## config.mk

```make
export PLATFORM = sky130hd
export DESIGN_NAME = upcounter_sync
export DESIGN_NICKNAME = d
export VERILOG_FILES = /design/src/rtl/upcounter_sync_pkg.sv /design/src/rtl/upcounter_sync.sv
export SDC_FILE = /design/constraint.sdc
export NUM_CORES = 1
export LEC_CHECK = 0
export ABC_AREA = 1
export CAP_MARGIN = 20
export CELL_PAD_IN_SITES_DETAIL_PLACEMENT = 1
export CELL_PAD_IN_SITES_GLOBAL_PLACEMENT = 1
export CORE_UTILIZATION = 28
export DETAILED_ROUTE_END_ITERATION = 7
export GPL_ROUTABILITY_DRIVEN = 0
export GPL_TIMING_DRIVEN = 0
export PLACE_DENSITY = 0.8
export SYNTH_ARGS = -nofsm -noshare
export SYNTH_HDL_FRONTEND = slang
export SYNTH_SLANG_ARGS = --single-unit
```

## constraint.sdc

```tcl
create_clock -name clk -period 1.6 [get_ports clk]
set_input_delay 0.48 -clock clk [delete_from_list [all_inputs] [get_ports clk]]
set_output_delay 0.48 -clock clk [all_outputs]
set_load 0.02 [all_outputs]
```

## src/rtl/upcounter_sync_pkg.sv

```systemverilog
// Shared definitions for the up-counter: default geometry and the per-edge operation encoding.
// Latency: n/a (types, constants and a pure function only).
// Backpressure: n/a.
package upcounter_sync_pkg;

    // Default geometry, kept identical to the down-counter defaults.
    localparam int DEF_WIDTH  = 4;
    localparam int DEF_MODULO = 16;

    // Operation selected at an edge, in priority order clear > load > increment > hold.
    typedef enum logic [1:0] {
        OP_HOLD  = 2'd0,
        OP_INC   = 2'd1,
        OP_LOAD  = 2'd2,
        OP_CLEAR = 2'd3
    } op_e;

    // Resolve the control inputs to the single operation that takes effect.
    function automatic op_e op_sel(input logic clr, input logic ld, input logic en);
        op_e op;
        if (clr) begin
            op = OP_CLEAR;
        end else if (ld) begin
            op = OP_LOAD;
        end else if (en) begin
            op = OP_INC;
        end else begin
            op = OP_HOLD;
        end
        return op;
    endfunction

endpackage

```

## src/rtl/upcounter_sync.sv

```systemverilog
// Modulo-N up-counter with clear/load/enable, wrap or saturate, terminal pulse, sticky overflow, compare match.
// Latency: all outputs registered; q, tc, ovf and match update one edge after the controls are applied.
// Backpressure: none; the counter accepts clr/ld/en on every edge, en is the only flow control.
module upcounter_sync
    import upcounter_sync_pkg::*;
#(
    parameter int WIDTH    = DEF_WIDTH,
    parameter int MODULO   = DEF_MODULO,
    parameter int SATURATE = 0
) (
    input  logic             clk,
    input  logic             rst,
    input  logic             clr,
    input  logic             ld,
    input  logic [WIDTH-1:0] ld_val,
    input  logic             en,
    input  logic [WIDTH-1:0] cmp_val,
    input  logic             ovf_clr,
    output logic [WIDTH-1:0] q,
    output logic             tc,
    output logic             ovf,
    output logic             match
);

    // Refuse to elaborate with a count range that does not fit the counter width.
    generate
        if (WIDTH < 1 || MODULO < 2 || longint'(MODULO) > (longint'(1) << WIDTH)) begin : g_bad_params
            $error("upcounter_sync: MODULO must be in 2..2**WIDTH and WIDTH >= 1");
        end
    endgenerate

    // Terminal count value; for MODULO == 2**WIDTH this is all-ones and wrap is natural rollover.
    localparam logic [WIDTH-1:0] TERM = WIDTH'(MODULO - 1);
    localparam logic [WIDTH-1:0] ONE  = WIDTH'(1);

    logic [WIDTH-1:0] q_q, q_d;
    logic             tc_q, tc_d;
    logic             ovf_q, ovf_d;
    logic             match_q, match_d;
    op_e              op;
    logic             at_term;
    logic             term_evt;

    // Next-state for every register, derived from the single resolved operation.
    always_comb begin
        op       = op_sel(clr, ld, en);
        at_term  = (q_q == TERM);
        term_evt = (op == OP_INC) && at_term;
        q_d      = q_q;
        case (op)
            OP_CLEAR: q_d = '0;
            OP_LOAD:  q_d = (ld_val > TERM) ? TERM : ld_val;
            OP_INC: begin
                if (!at_term) begin
                    q_d = q_q + ONE;
                end else if (SATURATE != 0) begin
                    q_d = q_q;
                end else begin
                    q_d = '0;
                end
            end
            default:  q_d = q_q;
        endcase
        tc_d    = term_evt;
        // A terminal event on the same edge as ovf_clr keeps the flag set.
        ovf_d   = term_evt | (ovf_q & ~ovf_clr);
        // Compare against the value q is about to take so match lines up with q.
        match_d = (q_d == cmp_val);
    end

    // State registers; reset clears everything without waiting for a clock.
    always_ff @(posedge clk or negedge rst) begin
        if (!rst) begin
            q_q     <= '0;
            tc_q    <= 1'b0;
            ovf_q   <= 1'b0;
            match_q <= 1'b0;
        end else begin
            q_q     <= q_d;
            tc_q    <= tc_d;
            ovf_q   <= ovf_d;
            match_q <= match_d;
        end
    end

    assign q     = q_q;
    assign tc    = tc_q;
    assign ovf   = ovf_q;
    assign match = match_q;

endmodule
```

* Word-level counts from Yosys, hierarchy flattened
Cells that the tools add are included.
Word-level totals: register bits 7, input bits 14, output and inout port bits 7, logic and storage cells 21
Cells by class: $add $sub $neg 1, magnitude comparators 1, eq/ne operators 5, muxes and demuxes 6, bitwise logic cells 3, reduce and logical (&&, ||, !) cells 1
Operator list (count):
- $pmux W4 S3 | 1
- $mux W4 | 2
- $add A4 B1 Y4 const B | 1
- $eq A2 B2 Y1 const B | 2
- $eq A4 B4 Y1 | 1
- $eq A4 B4 Y1 const B | 1
- $gt A4 B4 Y1 const B | 1
- $mux W2 | 2
- $eq A2 B1 Y1 const B | 1
- $and A1 B1 Y1 | 1
- $logic_and A1 B1 Y1 | 1
- $mux W1 | 1
- $not A1 Y1 | 1
- $or A1 B1 Y1 | 1

* Longest topological paths before layout
Gate-level depths: netlist of the first run.
word-level depth 6, mapped depth 10, mapped depth without buffers 10

* Least setup slack after synthesis of the first run
OpenSTA, ideal clock, no wires.
path kind flip-flop to flip-flop, start register q_q[0] (netlist: q[0]), end register match_q (netlist: match), library setup time 115 ps, arrival 1257 ps, data required time 1485 ps, setup slack 228 ps, cell stages (with the launch flop) 10, buffers on the path 0, clock period less this slack 1372 ps, cells stage by stage dfrtp_1 > ha_1 > nand2_1 > nand2_1 > nand2_1 > nand3_2 > nand2_2 > nand2_1 > nand3_1 > nor2_1
On the way: word-level cells in the longest chain between the ends 4, elaborated cells on any way between the ends 5, those cells by class 1 x add/sub; 2 x eq/ne; 2 x mux
RTL lines:
- start: declaration | line upcounter_sync.sv:36 | logic [WIDTH-1:0] q_q, q_d;
- start signal: assignment | line upcounter_sync.sv:79 | q_q <= q_d;
- $add A4 B1 Y4 / $eq A4 B4 Y1 (equally long branches) | line upcounter_sync.sv:55, upcounter_sync.sv:47
- $mux W4 (*) | line upcounter_sync.sv:54 | if (!at_term) begin
- $pmux W4 S3 (*) | line upcounter_sync.sv:50 | case (op)
- named net q_d[3] | line upcounter_sync.sv:36
- $eq A4 B4 Y1 (*) | line upcounter_sync.sv:68 | match_d = (q_d == cmp_val);
- named net match_d | line upcounter_sync.sv:39 | logic match_q, match_d;
- end signal: assignment | line upcounter_sync.sv:82 | match_q <= match_d;
- end: declaration | line upcounter_sync.sv:39
Mark *: on every way through the listed nets, which the timed path passes. The rest lies on a longest branch.

* Final worst setup path of the first run
start register q_q[0] (netlist: q[0]), end output q[0]
RTL lines:
- end: declaration | line upcounter_sync.sv:19 | output logic [WIDTH-1:0] q,
No word-level cell between the ends.

==> results.md, run 1 <==
- Boundary Pins: 21
- Sink Count: 7
- Fmax: 650 MHz
- Worst slack, placed: -0.355 ns
- Post-route cell area: 801 µm²
- Die Area: 2090 µm²
- WS Path Type: flop to output port
- Cell Area, Placed: 766 µm²
- Synth Net Count: 95
- Worst Max-Slew Pin Slew: 0.333 ns
- Clock buffer depth: 2
- Worst clock skew: a little over 0.009 ns
- Leading post-synthesis cells by cell area: dfrtp_1, nand2_1, nand3_1
- RSZ-0062 raised after global routing: false
- Avg Cell Area, Syn: between 6 and 7 µm²
- Grt total ovfl: 0
- WL met2: approximately 770 µm
- Overall power: a little over 500 µW
- Rows: 15
- Status: completed
- MaxCap Viol Count: 0
- Total CTS buffers: 3
- Crit. End Element: output port
- Fin crit period: 1.54 ns
- Post-DR wirelength/cell: roughly 11 µm
- Worst-path cell chain: dlygate4sd2_1
- R2r setup slk: 0.12 ns
- Worst vdd ir: ~0.20 mV
- Max Slew Vio Count: 0
- Cell count after synthesis: 80
- Worst-path fanout max: 6
- P&R area growth vs syn: 49.9%
- HPWL Detailed: 1190 µm
- Sequential share of power: 38.8%
- Final ANT Viol Nets: 0
- Yosys reg bits: 7
- Initial detailed-routing violation count: 6
- Post-Place Cells: 125
- Yosys cell types: 17
- Final core occ: 45.4%
- Met1 Wirelength: 639 µm
- Worst Slack Setup Final: around 0.062 ns
- Largest area contributor in the netlist: dfrtp_1
- Pin count of the biggest net entering global routing: 9
- Die H: 45.7 µm
- ANT cells: 0
- Non-filler instance count after layout: 130
- Top Layer Used: met4
- Post-synth top area share: approximately 33%
- CP Launch Type: flop
- Clock root buffer: clkbuf_4
- Combinational Power Share: 27.6%
- Drt via density: 4.75
- CP Data Arrival Time: 1.06 ns
- Max incr delay on CP: between 0.4 and 0.5 ns
- First-pass GRT wire length: 2410 µm
- Starting density of the core: 30.3%
- # setup viols final: 0
- Worst-Skew Late Latency: around 0.26 ns
- Tcrit/Tclk final: 96.1%
- Delay-heaviest family, CP: flip-flops
- Chip Width: 45.7 µm
- Routed wl met3: 51 µm
- Data required, critical path: approximately 1.1 ns
- PortBufs: 20
- Total number of vias: 617
- Clock power share: 33.6%
- Clock slew at reported path FFs: 0.06 ns
- Hold Path Class: input port to asynchronous set/reset pin
- Worst Hold Slack: 0.480 ns
- Power Internal: 344 µW
- Nets: 121
- Setup TNS: 0 ns
- H-tree depth: 1
- DRC violations left: 0
- Total core area: 1760 µm²
- Final WL: 1490 µm
- Drt first pass iters: 4
- Initial antenna violation count: 0
- Seq/Total Area, Yosys: between 30% and 40%
- Sw Share: 31.7%
- WP buf/inv: 1
- CTS tree: done
- Fraction of layout cells with a size suffix above 1: 17.1%
- Hold_buf cts: 0
- Pwr dens: 628 nW/µm²
- Vias in the first global route: 551
- Slew headroom: 77.8%
- Post-synthesis cell area: 534 µm²
- Net Switching: between 150 and 200 µW
- GRT Total Usage: 16.8%
- Slowest cell on the critical path: dfrtp_1
- Leak: approximately 0.44 nW
- Syn. warnings: 0
- Hold Violations, Final: 0
Yosys cell counts:
master,count
inv_2,4
o21ai_1,1
nand2_2,3
ha_1,1
nand3_2,3
buf_2,1
nand4_1,5
inv_1,11
nand3b_1,1
nor2_4,1
dfrtp_1,7
o22ai_1,1
nor2_1,4
nand3_1,14
nor2_2,1
nand2_1,21
nor3_1,1
cell type report:
class,instances,area (µm²)
Fill cell,247,963
Multi-Input combinational cell,57,308
Timing Repair Buffer,21,199
Sequential cell,7,175
Inverter,15,56.3
Tap cell,25,31.3
Clock buffer,4,26.3
Buffer,1,5.00
metal layers:
layer  up-vias  global-route usage (%)
met5         -                       0
met4         0                    10.9
met3         4                    2.38
met2        17                    27.4
met1       287                    20.3
li1        309                       -
timing repair:
action,CTS,global route
endpoints found under the hold margin,0,0
gates resized for setup,11,1
cloned,0,0
setup buffers,1,0
endpoints found under the setup margin,8,1
pin swaps,1,0
kinds of logic after synthesis:
kind of cell               count (synthesis)  synth area share (%)
buffers and inverters                     16                  11.5
and+or+nand+nor                           54                  51.3
AOI/OAI and AO/OA                          2                  2.11
DFF                                        7                  32.8
adders and majority gates                  1                  2.34
sequential cells by signal, summed over array words and instances, names as in the netlist:
name,flops
match,1
ovf,1
q,4
tc,1
worst paths after layout:
| kind | startpoint | endpoint | cells after the start |
|---|---|---|---|
| worst max-delay path | q[0] | q[0] | 1 |
| worst min-delay path | rst | q[2] | 1 |
| worst max register to register | q[0] | match | 8 |
| worst min register to register | ovf | ovf | 2 |
| max in group asynchronous | rst | q[1] | 1 |
| min in group clk | ovf | ovf | 2 |
power by group through the flow:
| stage | clock network, mW | registers [mW] | logic (mW) |
|---|---|---|---|
| after floorplan | 0 | 0.207 | 0.0579 |
| after global placement | 0 | 0.198 | 0.138 |
| after detailed placement | 0 | 0.198 | 0.143 |
| after CTS | 0.174 | 0.195 | 0.141 |
| after global routing | 0.185 | 0.196 | 0.153 |
| final | 0.169 | 0.195 | 0.139 |
cells in the final DEF, fill, tap and decap left out:
cell             instances
nor2_4                   2
nor2_1                   4
inv_2                    4
nand4_1                  5
nand3_1                 14
dfrtp_1                  7
clkdlybuf4s50_1         10
nand2_2                  3
o21ai_1                  1
buf_4                    1
nand3_2                  3
o22ai_1                  1
dlymetal6s2s_1           1
inv_1                   11
nor3_2                   1
dlygate4sd2_1            9
clkbuf_4                 3
ha_1                     1
buf_2                    1
nand2_1                 21
nand3b_1                 1
clkbuf_1                 1
Power figures use the tool's default switching activity.
==> run 2, diff against run 1 <==
Settings changed: REMOVE_ABC_BUFFERS from default to 1.
==> results.md, run 2 (synthesis gave the netlist of run 1 again) <==
- MaxCap Viol Count: 0 (unchanged)
- # setup viols final: 0 (unchanged)
- FF-to-FF Start: q[0]
- RSZ-0062 raised after global routing: false
- Area of the multi-input gates: 313 µm² (+1.6%)
- DRC violations left: 0 (unchanged)
- Slowest cell on the critical path: dfrtp_1
- Clock root buffer: clkbuf_4
- H-tree depth: 1 (unchanged)
- Reg2reg path depth: 10 (+2)
- Max reg flops: 4 (unchanged)
- ANT cells: 0 (unchanged)
- Rows: 15 (unchanged)
- Worst R2R End: match
- Drt first pass iters: 2 (-2)
- Max incr delay on CP: 0.46 ns (+0.02 ns)
- Crit path depth: 1 (unchanged)
- Pwr dens: 612 nW/µm² (-2.6%)
- Drt via density: 4.70 (-1.0%)
- Initial detailed-routing violation count: 4 (-2)
- Vias in the first global route: 620 (+13%)
- Starting density of the core: 30.3% (unchanged)
- Post-Place Cells: 124 (-0.80%)
- R2r setup slk: 0.13 ns (about the same)
- Net Switching: 148 µW (-7.0%)
- Non-filler instance count after layout: 129 (-0.77%)
- Slew headroom: 78.5% (+0.75 points)
- Leak: 0.437 nW (-1.5%)
- WP buf/inv: 1 (unchanged)
- Worst vdd ir: 0.212 mV (+7.2%)
- Die H: 45.7 µm (unchanged)
- Post-DR wirelength/cell: 11.2 µm (-1.8%)
- CP Data Arrival Time: 1.07 ns (about the same)
- Initial antenna violation count: 0 (unchanged)
- Storage cell area: 176 µm² (+0.71%)
- CP Launch Type: flop
- Total CTS buffers: 3 (unchanged)
- Hold Path Class: input port to asynchronous set/reset pin
- Pin count of the biggest net entering global routing: 10 (+1)
- Fmax: 644 MHz (-0.90%)
- Worst-path fanout max: 6 (unchanged)
- Cell Area, Placed: 761 µm² (-0.65%)
- Worst Max-Slew Pin Slew: 0.322 ns (-0.0107 ns)
- CTS tree: done
- HPWL Detailed: 1190 µm (+0.35%)
- Final core occ: 45.5% (+0.071 points)
- Data required, critical path: 1.12 ns (about the same)
- Worst clock skew: 0.00631 ns (-0.00285 ns)
- Clock power share: 32.2% (-1.4 points)
- Nets: 120 (-0.83%)
- Fraction of layout cells with a size suffix above 1: 18.3% (+1.1 points)
- Hold Violations, Final: 0 (unchanged)
- Sw Share: 30.2% (-1.5 points)
- Commonest non-fill, non-tap cell in the layout: nand2_1
- Clock slew at reported path FFs: 0.06 ns (about the same)
- Sequential share of power: 40.7% (+1.9 points)
- Fin crit period: 1.55 ns (+0.0140 ns)
- GRT Total Usage: 16.6% (-0.16 points)
- Worst-path cell chain: dlygate4sd2_1
- P&R area growth vs syn: 50.1%
- Sink Count: 7 (unchanged)
- Final WL: 1450 µm (-2.6%)
- Worst Slack Setup Final: 0.0479 ns (-0.0140 ns)
- Total number of vias: 606 (-1.8%)
- Chip Width: 45.7 µm (unchanged)
- Worst-Skew Late Latency: 0.25 ns (about the same)
- Post-route cell area: 802 µm² (+0.16%)
- Tcrit/Tclk final: 97.0% (+0.87 points)
- Total core area: 1760 µm² (unchanged)
- Delay-heaviest family, CP: flip-flops
- Commonest non-fill, non-tap cells in the layout: nand2_1, nand3_1, inv_1, clkdlybuf4s50_1, dlygate4sd2_1
- Boundary Pins: 21 (unchanged)
- Worst slack, placed: -0.320 ns (+0.0348 ns)
- Status: completed
- WS Path Type: flop to output port
- Grt total ovfl: 0 (unchanged)
- Worst Hold Slack: 0.490 ns (+0.0102 ns)
- Die Area: 2090 µm² (unchanged)
- Final ANT Viol Nets: 0 (unchanged)
- Clock buffer depth: 2 (unchanged)
- Combinational Power Share: 27.1% (-0.5 points)
- First-pass GRT wire length: 2510 µm (+4.3%)
- PortBufs: 20 (unchanged)
- Max Slew Vio Count: 0 (unchanged)
- Fillers: 252 (+2.0%)
- Crit. End Element: output port
- Power Internal: 342 µW (-0.42%)
-- run 2: cell types whose count changed in the layout (fill, tap and decap cells not counted), sizes merged --
| cell | delta |
|---|---|
| buf | -1 |
-- run 2: cell type report --
| type | instances | share of cell area, % |
|---|---|---|
| sequential | 7 | 22.0 |
| clock buffer | 4 | 3.28 |
| timing repair buffer | 21 | 24.8 |
| multi-input combinational | 57 | 39.0 |
| tap | 25 | 3.90 |
| inverter | 15 | 7.02 |
-- run 2: per-layer routing --
| layer | wire [µm] | vias to the layer above | GRT usage [%] |
|---|---|---|---|
| li1 | - | 306 | - |
| met1 | 630 | 281 | 19.6 |
| met2 | 768 | 17 | 30.3 |
| met3 | 50 | 2 | 2.38 |
| met4 | 2 | 0 | 5.45 |
| met5 | 0 | - | 0 |
-- run 2: power groups by stage --
stage               Sequential, mW  Combinational, mW  Clock (mW)
floorplan                    0.209             0.0544           0
global placement             0.201              0.133           0
detailed placement           0.202              0.137           0
CTS                          0.198              0.133       0.161
global route                 0.201              0.150       0.172
finish                       0.200              0.133       0.158
-- run 2: repair_timing --
action / 4_1_cts / 5_1_grt
endpoints found under the setup margin: 8 / 2
pin swaps: 1 / 0
buffers inserted: 1 / 0
hold buffers: 0 / 0
gates resized for setup: 10 / 4
-- run 2: worst max-delay path by stage --
stage / startpoint / to / slack, ns
final: q[0] / q[0] / 0.05
after global routing: q[0] / match / 0.02
after CTS: en / match / 0.003
after detailed placement: ld / match / -0.32
after global placement: ld / match / -0.29
after floorplan: q[0] / match / 0.22
-- run 2: metrics by stage --
stage | total power [mW] | setup TNS, ns
floorplan | 0.264 | 0
global placement | 0.335 | -0.377
detailed placement | 0.339 | -0.457
CTS | 0.492 | 0
global route | 0.523 | 0
finish | 0.490 | 0
